[src/rtl/conv_writeback_pkg.sv]
// Shared definitions for the convolution write-back path: default geometry,
// word widths and the write-back sequencer state encoding.
package conv_pkg;

    localparam int IMG_W     = 48;
    localparam int K         = 3;
    localparam int OUT_W     = IMG_W - K + 1;
    localparam int OUT_H     = 46;
    localparam int OUT_PITCH = 46;
    localparam int ADDR_W    = 13;
    localparam int ACC_W     = 32;
    localparam int DATA_W    = 16;

    typedef enum logic [1:0] {
        IDLE = 2'd0,
        RUN  = 2'd1,
        DONE = 2'd2
    } state_t;

endpackage

[src/rtl/conv_writeback_if.sv]
// Result stream in and RAM write port out of the write-back block.
// The slave modport is the write-back block; master is whoever feeds
// results and observes the RAM writes.
interface conv_writeback_if #(
    parameter int ADDR_W = conv_pkg::ADDR_W,
    parameter int ACC_W  = conv_pkg::ACC_W,
    parameter int DATA_W = conv_pkg::DATA_W
);

    logic                     res_valid;
    logic signed [ACC_W-1:0]  res_data;
    logic                     res_ready;
    logic                     wr_en;
    logic [ADDR_W-1:0]        wr_addr;
    logic signed [DATA_W-1:0] wr_data;

    modport master (
        output res_valid, res_data,
        input  res_ready, wr_en, wr_addr, wr_data
    );

    modport slave (
        input  res_valid, res_data,
        output res_ready, wr_en, wr_addr, wr_data
    );

endinterface

[src/rtl/conv_writeback_sat_relu.sv]
// Combinational formatter: optional ReLU followed by signed saturation
// from the accumulator width down to the stored word width.
module sat_relu #(
    parameter int ACC_W  = 32,
    parameter int DATA_W = 16
) (
    input  logic signed [ACC_W-1:0]  acc,
    input  logic                     relu,
    output logic signed [DATA_W-1:0] sat
);

    localparam logic signed [ACC_W-1:0] SAT_MAX = ACC_W'((64'sd1 <<< (DATA_W - 1)) - 64'sd1);
    localparam logic signed [ACC_W-1:0] SAT_MIN = ~SAT_MAX;

    logic signed [ACC_W-1:0] v;

    // Zero negatives when ReLU is on, then clip into the storable range
    always_comb begin
        v = acc;
        if (relu && (acc < 0)) begin
            v = '0;
        end
        if (v > SAT_MAX) begin
            sat = SAT_MAX[DATA_W-1:0];
        end else if (v < SAT_MIN) begin
            sat = SAT_MIN[DATA_W-1:0];
        end else begin
            sat = v[DATA_W-1:0];
        end
    end

endmodule

[src/rtl/conv_writeback.sv]
// Write-back sequencer for one output feature map: accepts MAC results,
// formats them and writes them to the output RAM at row-pitched addresses.
// Addresses wrap modulo 2^ADDR_W without any indication.
module conv_writeback #(
    parameter int IMG_W     = conv_pkg::IMG_W,
    parameter int K         = conv_pkg::K,
    parameter int OUT_W     = IMG_W - K + 1,
    parameter int OUT_H     = conv_pkg::OUT_H,
    parameter int OUT_PITCH = conv_pkg::OUT_PITCH,
    parameter int ADDR_W    = conv_pkg::ADDR_W,
    parameter int ACC_W     = conv_pkg::ACC_W,
    parameter int DATA_W    = conv_pkg::DATA_W
) (
    input  logic              clk,
    input  logic              rst_n,
    input  logic              start,
    input  logic              en,
    input  logic [ADDR_W-1:0] base_addr,
    input  logic              relu_en,
    conv_writeback_if.slave   bus,
    output logic              busy,
    output logic              done
);

    import conv_pkg::*;

    localparam int COL_W = (OUT_W > 1) ? $clog2(OUT_W) : 1;
    localparam int ROW_W = (OUT_H > 1) ? $clog2(OUT_H) : 1;
    localparam logic [COL_W-1:0] COL_LAST = COL_W'(OUT_W - 1);
    localparam logic [ROW_W-1:0] ROW_LAST = ROW_W'(OUT_H - 1);

    state_t                   state;
    state_t                   next_state;
    logic [ADDR_W-1:0]        row_base;
    logic [COL_W-1:0]         col;
    logic [ROW_W-1:0]         row;
    logic                     relu_q;
    logic                     transfer;
    logic                     last_xfer;
    logic signed [DATA_W-1:0] fmt_data;

    assign bus.res_ready = (state == RUN);
    assign busy          = (state == RUN);
    assign done          = (state == DONE);
    assign transfer      = (state == RUN) && en && bus.res_valid;
    assign last_xfer     = transfer && (col == COL_LAST) && (row == ROW_LAST);

    sat_relu #(
        .ACC_W  (ACC_W),
        .DATA_W (DATA_W)
    ) u_sat_relu (
        .acc  (bus.res_data),
        .relu (relu_q),
        .sat  (fmt_data)
    );

    // State register
    always_ff @(posedge clk) begin
        if (!rst_n) begin
            state <= IDLE;
        end else begin
            state <= next_state;
        end
    end

    // Next-state decode; dropping en always falls back to IDLE
    always_comb begin
        next_state = state;
        case (state)
            IDLE: if (start && en) next_state = RUN;
            RUN: begin
                if (!en) begin
                    next_state = IDLE;
                end else if (last_xfer) begin
                    next_state = DONE;
                end
            end
            DONE:    next_state = IDLE;
            default: next_state = IDLE;
        endcase
    end

    // Column/row position and current row base address
    always_ff @(posedge clk) begin
        if (!rst_n || !en) begin
            col      <= '0;
            row      <= '0;
            row_base <= '0;
            relu_q   <= 1'b0;
        end else if (state == IDLE && start) begin
            col      <= '0;
            row      <= '0;
            row_base <= base_addr;
            relu_q   <= relu_en;
        end else if (transfer) begin
            if (col == COL_LAST) begin
                col      <= '0;
                row      <= (row == ROW_LAST) ? '0 : row + ROW_W'(1);
                row_base <= row_base + ADDR_W'(OUT_PITCH);
            end else begin
                col <= col + COL_W'(1);
            end
        end
    end

    // Registered RAM write port; address and data hold between writes
    always_ff @(posedge clk) begin
        if (!rst_n) begin
            bus.wr_en   <= 1'b0;
            bus.wr_addr <= '0;
            bus.wr_data <= '0;
        end else begin
            bus.wr_en <= transfer;
            if (transfer) begin
                bus.wr_addr <= row_base + ADDR_W'(col);
                bus.wr_data <= fmt_data;
            end
        end
    end

endmodule

[src/flat_wrapper.sv]
// flat-port wrapper written by rule: the top's interface ports become plain ports
module conv_writeback_flat import conv_pkg::*;
#(
    parameter int IMG_W     = conv_pkg::IMG_W,
    parameter int K         = conv_pkg::K,
    parameter int OUT_W     = IMG_W - K + 1,
    parameter int OUT_H     = conv_pkg::OUT_H,
    parameter int OUT_PITCH = conv_pkg::OUT_PITCH,
    parameter int ADDR_W    = conv_pkg::ADDR_W,
    parameter int ACC_W     = conv_pkg::ACC_W,
    parameter int DATA_W    = conv_pkg::DATA_W
)
  (clk, rst_n, start, en, base_addr, relu_en, busy, done, bus_res_valid, bus_res_data, bus_res_ready, bus_wr_en, bus_wr_addr, bus_wr_data);
  conv_writeback_if #(.ADDR_W(ADDR_W), .ACC_W(ACC_W), .DATA_W(DATA_W)) bus_i ();
  input  logic clk;
  input  logic rst_n;
  input  logic start;
  input  logic en;
  input  logic [ADDR_W-1:0] base_addr;
  input  logic relu_en;
  output logic busy;
  output logic done;
  input wire logic [$bits(bus_i.res_valid)-1:0] bus_res_valid;
  input wire logic [$bits(bus_i.res_data)-1:0] bus_res_data;
  output wire logic [$bits(bus_i.res_ready)-1:0] bus_res_ready;
  output wire logic [$bits(bus_i.wr_en)-1:0] bus_wr_en;
  output wire logic [$bits(bus_i.wr_addr)-1:0] bus_wr_addr;
  output wire logic [$bits(bus_i.wr_data)-1:0] bus_wr_data;
  assign bus_i.res_valid = bus_res_valid;
  assign bus_i.res_data = bus_res_data;
  assign bus_res_ready = bus_i.res_ready;
  assign bus_wr_en = bus_i.wr_en;
  assign bus_wr_addr = bus_i.wr_addr;
  assign bus_wr_data = bus_i.wr_data;
  conv_writeback #(.IMG_W(IMG_W), .K(K), .OUT_W(OUT_W), .OUT_H(OUT_H), .OUT_PITCH(OUT_PITCH), .ADDR_W(ADDR_W), .ACC_W(ACC_W), .DATA_W(DATA_W)) u_core (.clk(clk), .rst_n(rst_n), .start(start), .en(en), .base_addr(base_addr), .relu_en(relu_en), .bus(bus_i), .busy(busy), .done(done));
endmodule
[config.mk]
export PLATFORM = sky130hd
export DESIGN_NAME = conv_writeback_flat
export DESIGN_NICKNAME = d
export VERILOG_FILES = /design/src/rtl/conv_writeback_pkg.sv /design/src/rtl/conv_writeback_if.sv /design/src/rtl/conv_writeback_sat_relu.sv /design/src/rtl/conv_writeback.sv /design/src/flat_wrapper.sv
export SDC_FILE = /design/constraint.sdc
export NUM_CORES = 1
export LEC_CHECK = 0
export CAP_MARGIN = 0
export CORE_MARGIN = 3
export CORE_UTILIZATION = 35
export CTS_CLUSTER_SIZE = 14
export DETAILED_ROUTE_END_ITERATION = 12
export PLACE_DENSITY_LB_ADDON = 0.2
export SYNTH_ARGS = -nofsm -noshare
export SYNTH_HDL_FRONTEND = slang
export SYNTH_SLANG_ARGS = --single-unit
export TNS_END_PERCENT = 30
[constraint.sdc]
create_clock -name clk -period 5.95 [get_ports clk]
set_input_delay 0.8925 -clock clk [delete_from_list [all_inputs] [get_ports clk]]
set_output_delay 0.8925 -clock clk [all_outputs]
set_load 0.02 [all_outputs]
==> run metrics, run 1 <==
status complete, no violations; detailed router's first-iteration violation count around 120; fraction of final layout cells with drive strength greater than 1 0.0492; Peak VDD IR roughly 0.00018 V; RSZ-0062 raised after global routing false; count of unresolved DRC violations after routing 0; number of different library cells in the post-synthesis netlist 43; final hold slack ~470 ps; R2R cell count 5; final period demand of the worst path 3270 ps; critical path class primary input to flop; number of buffers added for setup after CTS 0; clock slew at reported path FFs 60 ps; leading cell types in the layout, fill and taps excluded clkdlybuf4s50_1 (83), dfxtp_1 (58), nand2_1 (39); power density over cell area around 220 nW/µm²; maximum number of pins on one net before global-route repair 39; share of total power consumed by net switching 0.236; aggregate global routing overflow 0; CP arrival 3430 ps; setup slack of the critical path after layout between 2000 and 3000 ps; final wirelength roughly 7300 µm; total negative slack 0 ps; count of input and output buffers slightly above 80; Placeable Area 7810 µm²; Detailed Routing Iterations Pass 1 4; initial standard-cell utilization of the core 0.366; remaining max-slew budget at the tightest pin 0.158; design internal power 0.000661 W; layout overhead on the synthesized area 38.5%; portion of the clock cycle consumed by the worst path in the final layout 0.549; post-place instance area 3750 µm²; I/O pin count 84; sequential area share after synthesis 0.407; antenna violations before repair 0; DRT met1 WL ~3400 µm; remaining antenna violation count after routing 0; net switching power ~0.0002 W; worst-path fanout max 20; horizontal die dimension ~96 µm; count of mapped cells out of synthesis between 300 and 400; number of endpoints failing setup at the final stage 0; actual slew at the worst max-slew pin about 1300 ps; post-cts repair resize count 0; area of the mapped netlist between 2000 and 3000 µm²; CTS tree done; Clock power frac 0.425; most common cell after layout, fill and taps aside clkdlybuf4s50_1; post-synthesis register bit count between 50 and 60; number of vias after detailed routing ~2700; number of stages on the worst hold path 2; clock buffer count from CTS 9; floorplan row count 32; startpoint of the worst register-to-register path u_core.state[1]$_SDFFE_PN0P_; endpoint of the worst hold path u_core.bus.wr_addr[2]$_SDFFE_PN0P_; Worst R2R End u_core.row[1]$_SDFFE_PP0P_; Clock Latency Late Sink between 300 and 400 ps; Hold Vio Cnt, Final 0; Post-Syn Nets 409; hold path startpoint u_core.bus.wr_addr[2]$_SDFFE_PN0P_; Mean Syn Cell Area between 8 and 9 µm²; vertical die dimension a little under 100 µm; DR vias/cell around 5; final instance area roughly 4000 µm²; met3 wirelength from detailed routing 561 µm; kind of launch point of the worst setup path primary input; max-capacitance violation count 0; Final Max Tran Viols 0; topmost layer with routed signal wires met4; largest buffer count on any clock path 2; global-route wire length before repair about 12000 µm; fraction of power consumed by combinational cells 0.107; nets@finish a little under 500; worst setup timing slack at the placement stage 2280 ps; count of synthesis-stage warnings from yosys 0; Sequential Power Share 0.468; WL per Instance 13.9 µm; number of levels the H-tree was split into 3; required time of the worst setup path ~6100 ps; Peak Freq 306 MHz; hold-fix buffers at CTS 0; CP endpoint kind flop; CTS Sinks between 50 and 60; die outline area between 9000 and 10000 µm²; Worst Skew 7.05 ps; slack of the worst reg-to-reg path around 3400 ps; Placer Congestion ~0.79; Ant. Diodes 0; CTS Root Buffer Type clkbuf_8; leakage power total around 1.5 nW; kind of path behind the tightest hold check flop to flop; via count of the first global-routing pass roughly 2500; HPWL after detailed placement around 5300 µm; Total GRT Usage 0.160; Met2 Wirelength approximately 3400 µm
how the worst max path moves through the flow:
stage / from / to / slack (ps)
4_1_cts: en / u_core.row[1]$_SDFFE_PP0P_ / 2640
6_report: en / u_core.row[1]$_SDFFE_PP0P_ / 2680
2_1_floorplan: bus_res_valid / u_core.row_base[4]$_SDFFE_PP0P_ / 3770
5_1_grt: en / u_core.row[1]$_SDFFE_PP0P_ / 2360
3_5_place_dp: en / u_core.row[1]$_SDFFE_PP0P_ / 2280
3_3_place_gp: en / u_core.row[1]$_SDFFE_PP0P_ / 2420
worst max-delay path, stage by stage:
cell             delay [ps]
clkdlybuf4s50_1         550
nand4b_4                260
nor3_2                 1060
nand4_1                 270
nand3_1                 300
a211oi_1                 90
per-stage QoR:
| stage | utilization | power [W] | instances |
|---|---|---|---|
| after floorplan | - | 0.000452 | 346 |
| after detailed placement | 0.480 | 0.000507 | 513 |
| after global routing | 0.506 | 0.000899 | 529 |
| final | 0.506 | 0.000866 | 529 |
| after CTS | 0.506 | 0.000876 | 529 |
| after global placement | 0.480 | 0.000506 | 513 |
power groups by stage:
| stage | logic, W | registers (W) | clock network (W) |
|---|---|---|---|
| global placement | 0.0000926 | 0.000413 | 0 |
| CTS | 0.0000940 | 0.000405 | 0.000378 |
| detailed placement | 0.0000934 | 0.000413 | 0 |
| global route | 0.000102 | 0.000406 | 0.000391 |
| floorplan | 0.0000364 | 0.000416 | 0 |
| finish | 0.0000931 | 0.000405 | 0.000368 |
metal layers:
| metal | global-route usage | vias up |
|---|---|---|
| li1 | - | 1393 |
| met1 | 0.204 | 1238 |
| met2 | 0.263 | 68 |
| met3 | 0.0500 | 2 |
| met4 | 0.0421 | 0 |
| met5 | 0 | - |
cell families after synthesis:
kind of cell / after synthesis / share of synthesized area
flip-flops: 58 / 0.407
buffers and inverters: 28 / 0.0403
adder cells (fa/ha/maj): 12 / 0.0552
XOR/XNOR: 21 / 0.0644
AO/OA/AOI/OAI: 96 / 0.203
AND/OR/NAND/NOR: 131 / 0.230
synth_stat cells (all sizes together):
cell / count / share of area
clkbuf: 14 / 0.019
nand2: 39 / 0.051
nand4b: 2 / 0.011
fa: 1 / 0.0070
and2: 6 / 0.013
or3: 2 / 0.0044
or4: 2 / 0.0053
nor4: 5 / 0.011
o211ai: 3 / 0.0079
nor2b: 3 / 0.0066
o21a: 2 / 0.0053
nand2b: 2 / 0.0044
a41oi: 1 / 0.0031
inv: 9 / 0.012
dfxtp: 58 / 0.41
buf: 5 / 0.0096
o21ai: 31 / 0.056
a21boi: 4 / 0.011
o221ai: 1 / 0.0031
o211a: 1 / 0.0035
and3: 4 / 0.0088
and2b: 1 / 0.0026
a211oi: 13 / 0.034
nand4: 14 / 0.031
and4: 3 / 0.0092
a31oi: 3 / 0.0066
o2111a: 1 / 0.0039
xnor2: 6 / 0.018
a21o: 3 / 0.0079
xor2: 15 / 0.046
nand3: 9 / 0.016
nor2: 30 / 0.039
o31ai: 4 / 0.011
a21oi: 29 / 0.051
nor3: 8 / 0.014
nand3b: 1 / 0.0026
ha: 11 / 0.048
registers in the layout, summed over array words and instances (netlist names):
signal,cells
u_core.bus.wr_addr,13
u_core.bus.wr_data,16
u_core.bus.wr_en,1
u_core.col,6
u_core.relu_q,1
u_core.row,6
u_core.row_base,13
u_core.state,2
cell type report:
| type | instances | area, µm² |
|---|---|---|
| Fill cell | 790 | 3850 |
| Multi-Input combinational cell | 260 | 1590 |
| Sequential cell | 58 | 1160 |
| Timing Repair Buffer | 84 | 838 |
| Tap cell | 102 | 128 |
| Inverter | 9 | 33.8 |
| Clock buffer | 11 | 151 |
| Clock inverter | 5 | 52.6 |
(Power assumes the default switching activity.)
==> inputs of run 2 (changes only) <==
clock period = 2.8 ns   (was 5.95 ns; I/O delays follow)
==> run metrics, run 2 (same netlist as run 1, synthesis figures left out) <==
final standard cell utilization of the core 0.510; max-capacitance violation count 0; antenna violations before repair 0; Placer Congestion 0.792; floorplan row count 32; nets@finish 491; Clock Latency Late Sink around 330 ps; CP arrival roughly 2500 ps; Worst R2R End u_core.bus.wr_addr[8]$_SDFFE_PN0P_; endpoint of the worst hold path u_core.row_base[0]$_SDFFE_PP0P_; number of stages on the worst hold path 2; overall power consumption approximately 0.0018 W; slowest library cell on the worst path a21boi_1; clock slew at reported path FFs roughly 60 ps; portion of the clock cycle consumed by the worst path in the final layout 0.821; flip-flop count of the largest register after layout 16; final period demand of the worst path approximately 2300 ps; clock buffer count from CTS 9; CTS tree done; horizontal die dimension 96.3 µm; power density over cell area around 450 nW/µm²; WL per Instance around 14 µm; hold-fix buffers at CTS 0; slack of the worst reg-to-reg path between 500 and 600 ps; kind of path behind the tightest hold check flop to flop; number of vias after detailed routing 2745; count of unresolved DRC violations after routing 0; vertical die dimension roughly 96 µm; worst setup timing slack at the placement stage roughly 400 ps; kind of launch point of the worst setup path flop; leakage power total 1.49 nW; status complete, no violations; Final Max Tran Viols 0; aggregate global routing overflow 0; total negative slack 0 ps; worst-path fanout max 7; remaining antenna violation count after routing 0; setup slack of the critical path after layout roughly 500 ps; Peak Freq between 400 and 500 MHz; Ant. Diodes 0; RSZ-0062 raised after global routing false; Total GRT Usage 0.162; detailed router's first-iteration violation count roughly 120; actual slew at the worst max-slew pin just over 600 ps; fraction of final layout cells with drive strength greater than 1 0.0600; die outline area 9280 µm²; Worst Skew 8.90 ps; global-route wire length before repair approximately 12000 µm; number of levels the H-tree was split into 3; most common cell after layout, fill and taps aside clkdlybuf4s50_1; R2R cell count 8; Placeable Area around 7800 µm²; required time of the worst setup path 3010 ps; via count of the first global-routing pass between 2000 and 3000; leading registers by flop count u_core.bus.wr_data: 16 flops, u_core.bus.wr_addr: 13 flops, u_core.row_base: 13 flops; I/O pin count 84; leading cell types in the layout, fill and taps excluded clkdlybuf4s50_1 (83), dfxtp_1 (58), nand2_1 (39); hold path startpoint u_core.row_base[0]$_SDFFE_PP0P_; Most flops, register u_core.bus.wr_data; remaining max-slew budget at the tightest pin 0.592; post-cts repair resize count 0; Peak VDD IR about 0.00025 V; startpoint of the worst register-to-register path u_core.col[0]$_SDFFE_PP0P_; final wirelength 7310 µm; number of buffers added for setup after CTS 0; maximum number of pins on one net before global-route repair 31; Hold Vio Cnt, Final 0; CTS Root Buffer Type clkbuf_8; critical-path cell list ha_1 -> inv_1 -> fa_1 -> nor2b_1 -> o31ai_1 -> a21boi_1 -> and4_1 -> nor3_1; slowest cell delay on critical path about 450 ps; HPWL after detailed placement approximately 5500 µm; initial standard-cell utilization of the core 0.366; DR vias/cell 5.13; Detailed Routing Iterations Pass 1 4; largest buffer count on any clock path 2; count of input and output buffers 83; number of endpoints failing setup at the final stage 0; layout overhead on the synthesized area 39.4%; CTS Sinks slightly below 60; CP endpoint kind flop; critical path class flop to flop
-- run 2: area by class of cell --
class	instances	area, µm²
inverters	9	33.8
well taps	102	128
repair buffers	90	883
clock inverters	6	57.6
clock buffers	10	128
flip-flops and latches	58	1160
multi-input cells	260	1590
fillers	759	3830
-- run 2: report_power, final --
group          internal (W)  switching (W)  total, W
Combinational      0.000111      0.0000901  0.000201
Clock              0.000404       0.000327  0.000731
Sequential         0.000843      0.0000172  0.000860
-- run 2: worst max-delay path by stage --
stage                                           from                                   to  slack, ps  depth (start not counted)
after global routing      u_core.col[0]$_SDFFE_PP0P_  u_core.bus.wr_addr[10]$_SDFFE_PN0P_        300                          8
after CTS                 u_core.col[0]$_SDFFE_PP0P_  u_core.bus.wr_addr[10]$_SDFFE_PN0P_        520                          8
after detailed placement            bus_res_data[28]   u_core.bus.wr_data[4]$_SDFFE_PN0P_        390                          6
final                     u_core.col[0]$_SDFFE_PP0P_   u_core.bus.wr_addr[8]$_SDFFE_PN0P_        500                          8
after global placement              bus_res_data[28]  u_core.bus.wr_data[13]$_SDFFE_PN0P_        440                          6
after floorplan           u_core.col[0]$_SDFFE_PP0P_  u_core.bus.wr_addr[10]$_SDFFE_PN0P_        850                          8
-- run 2: layer usage --
metal / wire, µm / global-route usage
met1: 3330 / 0.200
met2: 3360 / 0.270
met3: 541 / 0.0539
met4: 80 / 0.0432
met5: 0 / 0
-- run 2: critical path: cells and delay by family (launching register included) --
| family | cells | cell delay [ps] |
|---|---|---|
| compound gates | 2 | 580 |
| flops | 1 | 420 |
| buf+inv | 1 | 70 |
| simple gates | 3 | 480 |
| fa+ha+maj | 2 | 640 |
-- run 2: per-stage QoR --
step                area, µm²  hold slack [ps]  std cells
floorplan                2860              439        346
global placement         3790              448        519
detailed placement       3790              454        519
CTS                      3980              462        535
global route             3980              510        535
finish                   3980              460        535
